<file path="src/rtl/edge_delay_pkg.sv">
// -----------------------------------------------------------------------------
// edge_delay_pkg
//   Shared types and helpers for the edge_delay_filter block.
//   - cell_state_t : state of one inertial delay cell (STABLE / PEND)
//   - MAX_DW       : widest delay value the helper function can handle
//   - eff_delay()  : maps a programmed delay to the delay actually counted
//                    (0 is promoted to 1, so there is never a zero-latency path)
// -----------------------------------------------------------------------------
package edge_delay_pkg;

   typedef enum logic {
      ST_STABLE = 1'b0,
      ST_PEND   = 1'b1
   } cell_state_t;

   // Cells may be built with any DW up to this width.
   localparam int unsigned MAX_DW = 32;

   // A programmed delay of 0 still costs one cycle: the cell always registers
   // the input before it can move its output.
   function automatic logic [MAX_DW-1:0] eff_delay(input logic [MAX_DW-1:0] dly);
      return (dly == '0) ? MAX_DW'(1) : dly;
   endfunction

endpackage : edge_delay_pkg

</file>
<file path="src/rtl/edge_delay_filter_cell.sv">
// -----------------------------------------------------------------------------
// inertial_cell
//   One inertial delay path. The output q follows the input after a delay that
//   depends on the direction of the transition (rdly for 0->1, fdly for 1->0).
//   A pulse that returns before the delay expires is swallowed and reported
//   on cancel for one cycle.
//
// Parameters
//   DW    : width of delay values and of the down-counter (DW <= MAX_DW)
//   RST_Q : reset level of q
//
// Ports
//   clk    in   clock, rising edge
//   rst_n  in   asynchronous active-low reset
//   en     in   advance enable; 0 freezes state and masks cancel
//   in     in   input level (already synchronised)
//   rdly   in   0->1 delay in cycles, sampled when a transition starts
//   fdly   in   1->0 delay in cycles, sampled when a transition starts
//   q      out  delayed, filtered level
//   pend   out  a transition is being timed
//   cancel out  1-cycle pulse after a pending transition was abandoned
// -----------------------------------------------------------------------------
module inertial_cell
   import edge_delay_pkg::*;
#(
   parameter int unsigned DW    = 8,
   parameter logic        RST_Q = 1'b0
) (
   input  logic          clk,
   input  logic          rst_n,
   input  logic          en,
   input  logic          in,
   input  logic [DW-1:0] rdly,
   input  logic [DW-1:0] fdly,
   output logic          q,
   output logic          pend,
   output logic          cancel
);

   cell_state_t   state_q, state_d;
   logic          q_q, q_d;
   logic          tgt_q, tgt_d;
   logic [DW-1:0] cnt_q, cnt_d;
   logic          cancel_q, cancel_d;

   // Narrow wrapper around the shared helper; the value always fits in DW
   // because it is either the input itself or 1.
   function automatic logic [DW-1:0] eff_dly(input logic [DW-1:0] d);
      return DW'(eff_delay(MAX_DW'(d)));
   endfunction

   // -------------------------------------------------------------------------
   // State register
   // -------------------------------------------------------------------------
   always_ff @(posedge clk or negedge rst_n) begin
      if (!rst_n) begin
         state_q  <= ST_STABLE;
         q_q      <= RST_Q;
         tgt_q    <= RST_Q;
         cnt_q    <= '0;
         cancel_q <= 1'b0;
      end else begin
         state_q  <= state_d;
         q_q      <= q_d;
         tgt_q    <= tgt_d;
         cnt_q    <= cnt_d;
         cancel_q <= cancel_d;
      end
   end

   // -------------------------------------------------------------------------
   // Next-state logic
   // -------------------------------------------------------------------------
   always_comb begin
      state_d  = state_q;
      q_d      = q_q;
      tgt_d    = tgt_q;
      cnt_d    = cnt_q;
      cancel_d = 1'b0;

      if (en) begin
         unique case (state_q)
            ST_STABLE: begin
               if (in != q_q) begin
                  // Delay inputs are captured here only; later changes do
                  // not disturb a running count.
                  tgt_d   = in;
                  cnt_d   = in ? eff_dly(rdly) : eff_dly(fdly);
                  state_d = ST_PEND;
               end
            end
            ST_PEND: begin
               if (in == q_q) begin
                  // Input returned before expiry. Checked ahead of the
                  // counter so a return on the expiry edge still cancels.
                  state_d  = ST_STABLE;
                  cancel_d = 1'b1;
               end else if (cnt_q == DW'(1)) begin
                  q_d     = tgt_q;
                  state_d = ST_STABLE;
               end else begin
                  cnt_d = cnt_q - DW'(1);
               end
            end
         endcase
      end
   end

   // -------------------------------------------------------------------------
   // Outputs
   // -------------------------------------------------------------------------
   assign q      = q_q;
   assign pend   = (state_q == ST_PEND);
   // Masked by en so a frozen block never shows a cancellation pulse.
   assign cancel = cancel_q & en;

endmodule : inertial_cell

</file>
<file path="src/rtl/edge_delay_filter.sv">
// -----------------------------------------------------------------------------
// edge_delay_filter
//   CH independent channels, each shaping a data level and an output enable
//   with cycle-based rise / fall / turn-off delays and inertial rejection of
//   short pulses.
//
// Parameters
//   CH      : number of channels
//   DW      : width of delay values and per-channel counters
//   RST_VAL : reset level of every dout bit
//
// Ports
//   clk       in   clock, rising edge
//   rst_n     in   asynchronous active-low reset
//   en        in   global advance; 0 freezes all state
//   rise_dly  in   0->1 data delay (cycles), shared
//   fall_dly  in   1->0 data delay (cycles), shared
//   off_dly   in   oe 1->0 delay (cycles), shared
//   din       in   per-channel data input
//   oe_in     in   per-channel output-enable request
//   dout      out  delayed, filtered data
//   oe_out    out  delayed output enable (on after 1 cycle, off after off_dly)
//   busy      out  data path of the channel has a pending transition
//   glitch    out  1-cycle pulse: pending data transition cancelled
// -----------------------------------------------------------------------------
module edge_delay_filter
   import edge_delay_pkg::*;
#(
   parameter int unsigned CH      = 4,
   parameter int unsigned DW      = 8,
   parameter logic        RST_VAL = 1'b0
) (
   input  logic          clk,
   input  logic          rst_n,
   input  logic          en,
   input  logic [DW-1:0] rise_dly,
   input  logic [DW-1:0] fall_dly,
   input  logic [DW-1:0] off_dly,
   input  logic [CH-1:0] din,
   input  logic [CH-1:0] oe_in,
   output logic [CH-1:0] dout,
   output logic [CH-1:0] oe_out,
   output logic [CH-1:0] busy,
   output logic [CH-1:0] glitch
);

   // The oe path turns on with a fixed single-cycle delay.
   localparam logic [DW-1:0] OE_ON_DLY = DW'(1);

   // Pending / cancel status of the oe cells is not reported externally.
   logic [CH-1:0] oe_pend_unused;
   logic [CH-1:0] oe_cancel_unused;

   for (genvar gi = 0; gi < CH; gi++) begin : g_ch

      inertial_cell #(
         .DW    (DW),
         .RST_Q (RST_VAL)
      ) u_data (
         .clk    (clk),
         .rst_n  (rst_n),
         .en     (en),
         .in     (din[gi]),
         .rdly   (rise_dly),
         .fdly   (fall_dly),
         .q      (dout[gi]),
         .pend   (busy[gi]),
         .cancel (glitch[gi])
      );

      inertial_cell #(
         .DW    (DW),
         .RST_Q (1'b0)
      ) u_oe (
         .clk    (clk),
         .rst_n  (rst_n),
         .en     (en),
         .in     (oe_in[gi]),
         .rdly   (OE_ON_DLY),
         .fdly   (off_dly),
         .q      (oe_out[gi]),
         .pend   (oe_pend_unused[gi]),
         .cancel (oe_cancel_unused[gi])
      );

   end : g_ch

endmodule : edge_delay_filter
</file>
<file path="config.mk">
export PLATFORM = sky130hd
export DESIGN_NAME = edge_delay_filter
export DESIGN_NICKNAME = d
export VERILOG_FILES = /design/src/rtl/edge_delay_pkg.sv /design/src/rtl/edge_delay_filter_cell.sv /design/src/rtl/edge_delay_filter.sv
export SDC_FILE = /design/constraint.sdc
export NUM_CORES = 1
export LEC_CHECK = 0
export CAP_MARGIN = 10
export CORE_MARGIN = 5
export CORE_UTILIZATION = 39
export CTS_BUF_LIST = sky130_fd_sc_hd__clkbuf_2
export CTS_CLUSTER_SIZE = 40
export DETAILED_ROUTE_END_ITERATION = 10
export SLEW_MARGIN = 20
export SYNTH_ARGS = -nofsm -noshare
export SYNTH_HDL_FRONTEND = slang
export SYNTH_SLANG_ARGS = --single-unit
</file>
<file path="constraint.sdc">
create_clock -name clk -period 1.7 [get_ports clk]
set_input_delay 0.34 -clock clk [delete_from_list [all_inputs] [get_ports clk]]
set_output_delay 0.34 -clock clk [all_outputs]
set_load 0.005 [all_outputs]
</file>
==> results of run 1 <==
## logic make-up after synthesis
group,Yosys count,synth area share [%]
multiplexers,45,7.45
XOR/XNOR,11,1.53
AND/OR/NAND/NOR,246,22.5
flip-flops,92,36.6
adder cells (fa/ha/maj),16,3.19
buffers and inverters,85,6.63
AO/OA/AOI/OAI,200,22.0
## report_power, final
| group | switching (mW) | internal (mW) | total, mW |
|---|---|---|---|
| registers | 0.561 | 2.77 | 3.33 |
| clock network | 0.777 | 0.170 | 0.947 |
| logic | 2.32 | 2.61 | 4.93 |
| total | 3.66 | 5.54 | 9.20 |
## worst paths after layout
check,from,endpoint,depth (start not counted),slack [ns]
worst max-delay path,g_ch[1].u_data.q$_DFFE_PN0P_,g_ch[1].u_data.cnt_q[7]$_DFFE_PN0P_,6,-0.17
worst min-delay path,rst_n,g_ch[1].u_oe.cnt_q[6]$_DFFE_PN0P_,2,0.06
worst max register to register,g_ch[1].u_data.q$_DFFE_PN0P_,g_ch[1].u_data.cnt_q[7]$_DFFE_PN0P_,6,-0.17
worst min register to register,g_ch[1].u_oe.tgt_q$_DFFE_PN0P_,g_ch[1].u_oe.tgt_q$_DFFE_PN0P_,2,0.55
max in group asynchronous,rst_n,g_ch[1].u_oe.cnt_q[0]$_DFFE_PN0P_,3,1.01
min in group clk,en,g_ch[1].u_data.pend$_DFFE_PN0P_,3,0.15
## routing by layer
metal  wire [microns]  global-route usage (%)  vias to the layer above
met4              386                    7.04                        0
met3              685                    2.79                       25
met2             9920                    35.3                      149
met5                0                       0                        -
li1                 -                       -                     3107
met1             8820                    26.3                     3195
## cells in the final DEF (no fill, tap or decap), types with 6 or more instances in the layout
cell,n
sky130_fd_sc_hd__or4_4,6
sky130_fd_sc_hd__inv_1,30
sky130_fd_sc_hd__a21oi_1,25
sky130_fd_sc_hd__dfrtp_1,86
sky130_fd_sc_hd__a211o_1,9
sky130_fd_sc_hd__nand3b_1,7
sky130_fd_sc_hd__o21ai_1,15
sky130_fd_sc_hd__nor2b_1,8
sky130_fd_sc_hd__buf_2,7
sky130_fd_sc_hd__clkbuf_2,10
sky130_fd_sc_hd__o31ai_1,6
sky130_fd_sc_hd__nand3_1,20
sky130_fd_sc_hd__nand4_1,11
sky130_fd_sc_hd__buf_6,33
sky130_fd_sc_hd__o211ai_1,7
sky130_fd_sc_hd__nand2b_1,7
sky130_fd_sc_hd__buf_4,189
sky130_fd_sc_hd__a221o_1,12
sky130_fd_sc_hd__nor3_1,21
sky130_fd_sc_hd__or3_1,10
sky130_fd_sc_hd__mux2_2,11
sky130_fd_sc_hd__nor4_1,10
sky130_fd_sc_hd__clkdlybuf4s50_1,32
sky130_fd_sc_hd__mux2i_1,31
sky130_fd_sc_hd__o21ai_0,44
sky130_fd_sc_hd__or3_4,7
sky130_fd_sc_hd__ha_4,6
sky130_fd_sc_hd__and3_1,6
sky130_fd_sc_hd__dfrtp_2,6
sky130_fd_sc_hd__inv_2,8
sky130_fd_sc_hd__nor2_1,33
sky130_fd_sc_hd__nand2_1,46
## worst max-delay path, cell delays in order (launching register included)
cell and delay, ns:
sky130_fd_sc_hd__dfrtp_1 0.44, sky130_fd_sc_hd__buf_4 0.14, sky130_fd_sc_hd__xnor2_1 0.41, sky130_fd_sc_hd__a311o_2 0.28
sky130_fd_sc_hd__buf_6 0.14, sky130_fd_sc_hd__o21ai_2 0.06, sky130_fd_sc_hd__a221o_1 0.31
## cells in the mapped netlist, types with 11 or more instances
library cell,count,area [sq um]
sky130_fd_sc_hd__a211o_1,11,96.3
sky130_fd_sc_hd__a21oi_1,27,135
sky130_fd_sc_hd__a221o_1,12,120
sky130_fd_sc_hd__buf_4,18,135
sky130_fd_sc_hd__clkbuf_1,16,60.1
sky130_fd_sc_hd__dfrtp_1,92,2300
sky130_fd_sc_hd__ha_1,16,200
sky130_fd_sc_hd__inv_1,37,139
sky130_fd_sc_hd__mux2_2,13,146
sky130_fd_sc_hd__mux2i_1,31,310
sky130_fd_sc_hd__nand2_1,50,188
sky130_fd_sc_hd__nand3_1,21,105
sky130_fd_sc_hd__nand4_1,11,68.8
sky130_fd_sc_hd__nor2_1,35,131
sky130_fd_sc_hd__nor3_1,23,115
sky130_fd_sc_hd__nor4_1,18,113
sky130_fd_sc_hd__o21ai_0,59,295
sky130_fd_sc_hd__or3_1,17,106
## layout make-up
class	count	area [sq um]
diodes	1	2.50
clock buffers	10	50.0
clock inverters	5	20.0
fillers	1338	6580
inverters	38	143
multi-input cells	519	4190
flip-flops and latches	92	2310
well taps	216	270
repair buffers	270	2260
## sequential cells by signal, summed over array words and instances (netlist names)
name and flops:
g_ch.u_data.q 4, g_ch.u_oe.cnt_q 32, g_ch.u_oe.pend 4, g_ch.u_data.tgt_q 4, g_ch.u_data.cnt_q 32, g_ch.u_data.cancel_q 4
g_ch.u_oe.tgt_q 4, g_ch.u_oe.q 4, g_ch.u_data.pend 4
## timing repair
item | CTS | global route
pin swaps | 29 | 52
setup endpoints to repair | 69 | 65
hold buffers | 1 | 0
endpoints found under the hold margin | 92 | 0
resized for setup | 128 | 101
gates cloned | 1 | 0
buffers inserted | 36 | 15
==> metrics.log, run 1 <==
INFO  metric vdd_ir_drop_max = 0.575 mV
INFO  metric status = finished, violations left
INFO  metric hold_wc_path_type = in2async
INFO  metric crit_type = reg2reg
INFO  metric 1st_pass_router_iterations = 5
INFO  metric dp_cells = 1083
INFO  metric worst_setup_path_start_kind = flop
INFO  metric postSynthCellCount = 695
INFO  metric cts.clk_slew.worst_paths = 0.26 ns
INFO  metric synth_area_per_cell = 9.04 sq um
INFO  metric syn-num-nets = 746
INFO  metric cts-root-to-sink-buffers = 2
INFO  metric violations_in_the_final_reports = setup timing
INFO  metric final_net_count = 981
INFO  metric gr_ovfl_total = 0
INFO  metric hold_violations = 0
INFO  metric standby_leakage_power = 3.98 nW
INFO  metric setup_viol_count_final = 26
INFO  metric cts_inserted_buffers = 9
INFO  metric fp.dieH = 137 microns
INFO  metric remaining_antenna_violation_count = 0
INFO  metric viasPerCell = 5.63
INFO  metric drt_first_iter_violations = 347
INFO  metric placeable_core_area = 15800 sq um
INFO  metric register_bit_count_reported_by_yosys = 92
INFO  metric port_buffers = 50
INFO  metric final_util = 58.4%
INFO  metric instances_no_fill = 1151
INFO  metric drive_above_1_share = 39.8%
INFO  metric share_of_flip_flops_with_an_asynchronous_set_or_reset = 100%
INFO  metric cts.sink_count = 92
INFO  metric start_util = 39.7%
INFO  metric syn_area = 6280 sq um
INFO  metric synth-main-ff-cell = sky130_fd_sc_hd__dfrtp_1
INFO  metric fin_ws = -0.166 ns
INFO  metric post_drt_wl_per_cell = 17.2 microns
INFO  metric post_dp_cell_area = 8110 sq um
INFO  metric maxSlewHeadroom = 60.0%
INFO  metric num_rows = 46
INFO  metric finish.instance_area = 9250 sq um
INFO  metric setup_tns = -2.19 ns
INFO  metric post-route-period-util = 110%
INFO  metric yosys_warnings = 0
INFO  metric maxCapViolations = 0
INFO  metric total_power = 9.20 mW
INFO  metric synth-edff-count = 0
INFO  metric finalWeightedCongestion = 0.892
INFO  metric first_global_vias = 6524
INFO  metric clock_skew = 0.0254 ns
INFO  metric tritoncts = done
INFO  metric drc = 0
INFO  metric critical_path_arrival = 2.36 ns
INFO  metric grt_setup_unrepaired = true
INFO  metric track_usage = 20.5%
INFO  metric yosys.cell_types.count = 78
INFO  metric cts-root-buf = sky130_fd_sc_hd__clkbuf_2
INFO  metric htree_levels = 3
INFO  metric timing.critical_path.fanout_max = 4
INFO  metric worst_slew_pin_slew = 0.599 ns
INFO  metric final_max_slew_viol_count = 0
INFO  metric clkLatencyLatePin = 0.60 ns
INFO  metric detailroute.via_count = 6476
INFO  metric synthToLayoutAreaGrowth = 47.1%
INFO  metric detailedPlacementHpwl = 13500 microns
INFO  metric maximum_clock_frequency = 536 MHz
INFO  metric finalHoldWorstSlack = 0.0631 ns
INFO  metric end_kind = flop
INFO  metric antenna_found_initial = 0
INFO  metric worst-endpoint-required = 2.20 ns
INFO  metric pwr_density_cell = 995 nW/um^2
INFO  metric fin_crit = 1.87 ns
INFO  metric detail_route.wirelength = 19800 microns
INFO  metric dp_worst_setup_slack = -0.301 ns
INFO  metric pin_count_of_the_biggest_net_entering_global_routing = 58
INFO  metric io_count = 51
INFO  metric grt_pass1_wl = 31100 microns
INFO  metric die_w = 137 microns
INFO  metric fp.dieArea = 18700 sq um
INFO  metric synth_seq_area_share = 36.6%
Power figures use the tool's default switching activity.
==> inputs of run 2 (changes only) <==
--- a/config.mk
+++ b/config.mk
@@ -11,6 +11,7 @@
 export CTS_BUF_LIST = sky130_fd_sc_hd__clkbuf_2
 export CTS_CLUSTER_SIZE = 40
 export DETAILED_ROUTE_END_ITERATION = 10
+export GPL_TIMING_DRIVEN = 0
 export SLEW_MARGIN = 20
 export SYNTH_ARGS = -nofsm -noshare
 export SYNTH_HDL_FRONTEND = slang
==> metrics.log, run 2 (synthesized netlist as in run 1, its figures left out) <==
INFO  metric post_drt_wl_per_cell = 19.6 microns
INFO  metric placeable_core_area = 15800 sq um
INFO  metric finalWeightedCongestion = 0.880
INFO  metric viasPerCell = 5.92
INFO  metric cts-root-to-sink-buffers = 2
INFO  metric post-route-period-util = 108%
INFO  metric final_net_count = 900
INFO  metric violations_in_the_final_reports = setup timing
INFO  metric critPathMaxStageDelay = 0.57 ns
INFO  metric hold_wc_path_type = in2reg
INFO  metric drt_first_iter_violations = 463
INFO  metric setup_viol_count_final = 31
INFO  metric maxSlewHeadroom = 46.6%
INFO  metric pin_count_of_the_biggest_net_entering_global_routing = 51
INFO  metric fp.dieH = 137 microns
INFO  metric maximum_clock_frequency = 546 MHz
INFO  metric track_usage = 21.9%
INFO  metric drc = 0
INFO  metric remaining_antenna_violation_count = 0
INFO  metric synthToLayoutAreaGrowth = 43.5%
INFO  metric detailroute.via_count = 6338
INFO  metric cp_top_family = simple AND/OR/NAND/NOR gates
INFO  metric final_common_cell = sky130_fd_sc_hd__buf_4
INFO  metric finalHoldWorstSlack = 0.0806 ns
INFO  metric status = finished, violations left
INFO  metric worst_setup_path_start_kind = flop
INFO  metric clkLatencyLatePin = 0.64 ns
INFO  metric fp.dieArea = 18700 sq um
INFO  metric fin_crit = 1.83 ns
INFO  metric hold_violations = 0
INFO  metric worst-endpoint-required = 2.23 ns
INFO  metric grt_pass1_wl = 32600 microns
INFO  metric crit_type = reg2reg
INFO  metric cts-root-buf = sky130_fd_sc_hd__clkbuf_2
INFO  metric fin_ws = -0.132 ns
INFO  metric timing.critical_path.fanout_max = 4
INFO  metric critPathBufInv = 0
INFO  metric vdd_ir_drop_max = 0.632 mV
INFO  metric critical_path_arrival = 2.36 ns
INFO  metric tritoncts = done
INFO  metric standby_leakage_power = 3.65 nW
INFO  metric dp_worst_setup_slack = -1.15 ns
INFO  metric io_count = 51
INFO  metric worst_slew_pin_slew = 0.801 ns
INFO  metric start_util = 39.7%
INFO  metric 1st_pass_router_iterations = 5
INFO  metric die_w = 137 microns
INFO  metric detailedPlacementHpwl = 12800 microns
INFO  metric layout_top_registers = g_ch.u_data.cnt_q x32, g_ch.u_oe.cnt_q x32
INFO  metric chain_of_cells_forming_the_critical_path = or4_4 > nor4b_4 > nand4_1 > mux2_1
INFO  metric clock_skew = 0.0404 ns
INFO  metric critical_path.slowest_cell = sky130_fd_sc_hd__or4_4
INFO  metric mostFrequentLayoutCells = 80 x sky130_fd_sc_hd__buf_4, 66 x sky130_fd_sc_hd__dfrtp_1, 52 x sky130_fd_sc_hd__buf_6, 43 x sky130_fd_sc_hd__nand2_1, 37 x sky130_fd_sc_hd__o21ai_0
INFO  metric antenna_found_initial = 0
INFO  metric layout.filler_cells = 1352
INFO  metric grt_setup_unrepaired = true
INFO  metric first_global_vias = 6374
INFO  metric detail_route.wirelength = 21000 microns
INFO  metric maxCapViolations = 0
INFO  metric end_kind = flop
INFO  metric htree_levels = 3
INFO  metric cts.sink_count = 92
INFO  metric pwr_density_cell = 1080 nW/um^2
INFO  metric final_max_slew_viol_count = 0
INFO  metric port_buffers = 47
INFO  metric drive_above_1_share = 37.8%
INFO  metric gr_ovfl_total = 0
INFO  metric num_rows = 46
INFO  metric cts_inserted_buffers = 9
INFO  metric cts.clk_slew.worst_paths = 0.30 ns
[run 2: final cells by class]
class	instances	area (sq um)	share of cell area (%)
sequential	92	2330	25.9
timing repair buffer	152	1380	15.4
inverter	38	143	1.58
buffer	37	338	3.75
clock inverter	7	139	1.54
antenna	1	2.50	0.0278
clock buffer	9	45.0	0.500
multi-input combinational	519	4360	48.4
tap	216	270	3.00
[run 2: metrics by stage]
step | total power [mW] | instance area, sq um | util [%] | TNS [ns] | cells
final | 9.71 | 9010 | 57.0 | -1.61 | 1071
after global routing | 10.3 | 9010 | 56.9 | -4.53 | 1070
after CTS | 8.95 | 8350 | 52.7 | -1.59 | 1047
after detailed placement | 6.31 | 7080 | 44.7 | -40.11 | 959
after global placement | 6.19 | 7050 | 44.6 | -344.69 | 958
after floorplan | 5.44 | 6310 | - | -0.178 | 695
[run 2: timing repair]
item	CTS	global route
setup endpoints to repair	84	85
buffers inserted	70	29
hold endpoints to repair	94	0
hold buffers	3	0
gates cloned	2	2
gates resized for setup	207	123
pin swaps	31	44
[run 2: worst min-delay path: stages]
cell,delay (ns)
sky130_fd_sc_hd__buf_6,0.15
sky130_fd_sc_hd__nand2_1,0.10
sky130_fd_sc_hd__o21ai_0,0.07
sky130_fd_sc_hd__nand2_1,0.06
[run 2: routing by layer]
| metal | part of all wire [%] | vias to the layer above | track usage (%) |
|---|---|---|---|
| li1 | - | 2930 | - |
| met1 | 42 | 3139 | 27.9 |
| met2 | 50 | 219 | 36.9 |
| met4 | 2.6 | 0 | 7.82 |
| met5 | 0 | - | 0 |
| met3 | 5.4 | 50 | 4.23 |
[run 2: path summary, 6_finish.rpt]
kind	start	to	slack, ns	depth (start not counted)
worst max-delay path	g_ch[3].u_data.cnt_q[5]$_DFFE_PN0P_	g_ch[3].u_data.q$_DFFE_PN0P_	-0.13	4
worst max register to register	g_ch[3].u_data.cnt_q[5]$_DFFE_PN0P_	g_ch[3].u_data.q$_DFFE_PN0P_	-0.13	4
worst min register to register	g_ch[3].u_data.tgt_q$_DFFE_PN0P_	g_ch[3].u_data.q$_DFFE_PN0P_	0.53	1
max in group asynchronous	rst_n	g_ch[3].u_data.cnt_q[0]$_DFFE_PN0P_	0.92	3
min in group asynchronous	rst_n	g_ch[2].u_oe.cnt_q[2]$_DFFE_PN0P_	0.13	2
worst min-delay path	en	g_ch[2].u_oe.tgt_q$_DFFE_PN0P_	0.08	4
[run 2: power breakdown]
group / switching, mW / leakage [nW] / internal [mW]
Combinational: 2.11 / 2.49 / 2.34
Sequential: 0.852 / 1.07 / 2.80
Clock: 0.844 / 0.0958 / 0.772
==> inputs of run 3 (changes only) <==
--- a/config.mk
+++ b/config.mk
@@ -11,7 +11,6 @@
 export CTS_BUF_LIST = sky130_fd_sc_hd__clkbuf_2
 export CTS_CLUSTER_SIZE = 40
 export DETAILED_ROUTE_END_ITERATION = 10
-export GPL_TIMING_DRIVEN = 0
 export SLEW_MARGIN = 20
 export SYNTH_ARGS = -nofsm -noshare
 export SYNTH_HDL_FRONTEND = slang
==> results of run 3 <==
The final DEF is identical to that of run 1; final timing and power are the same.
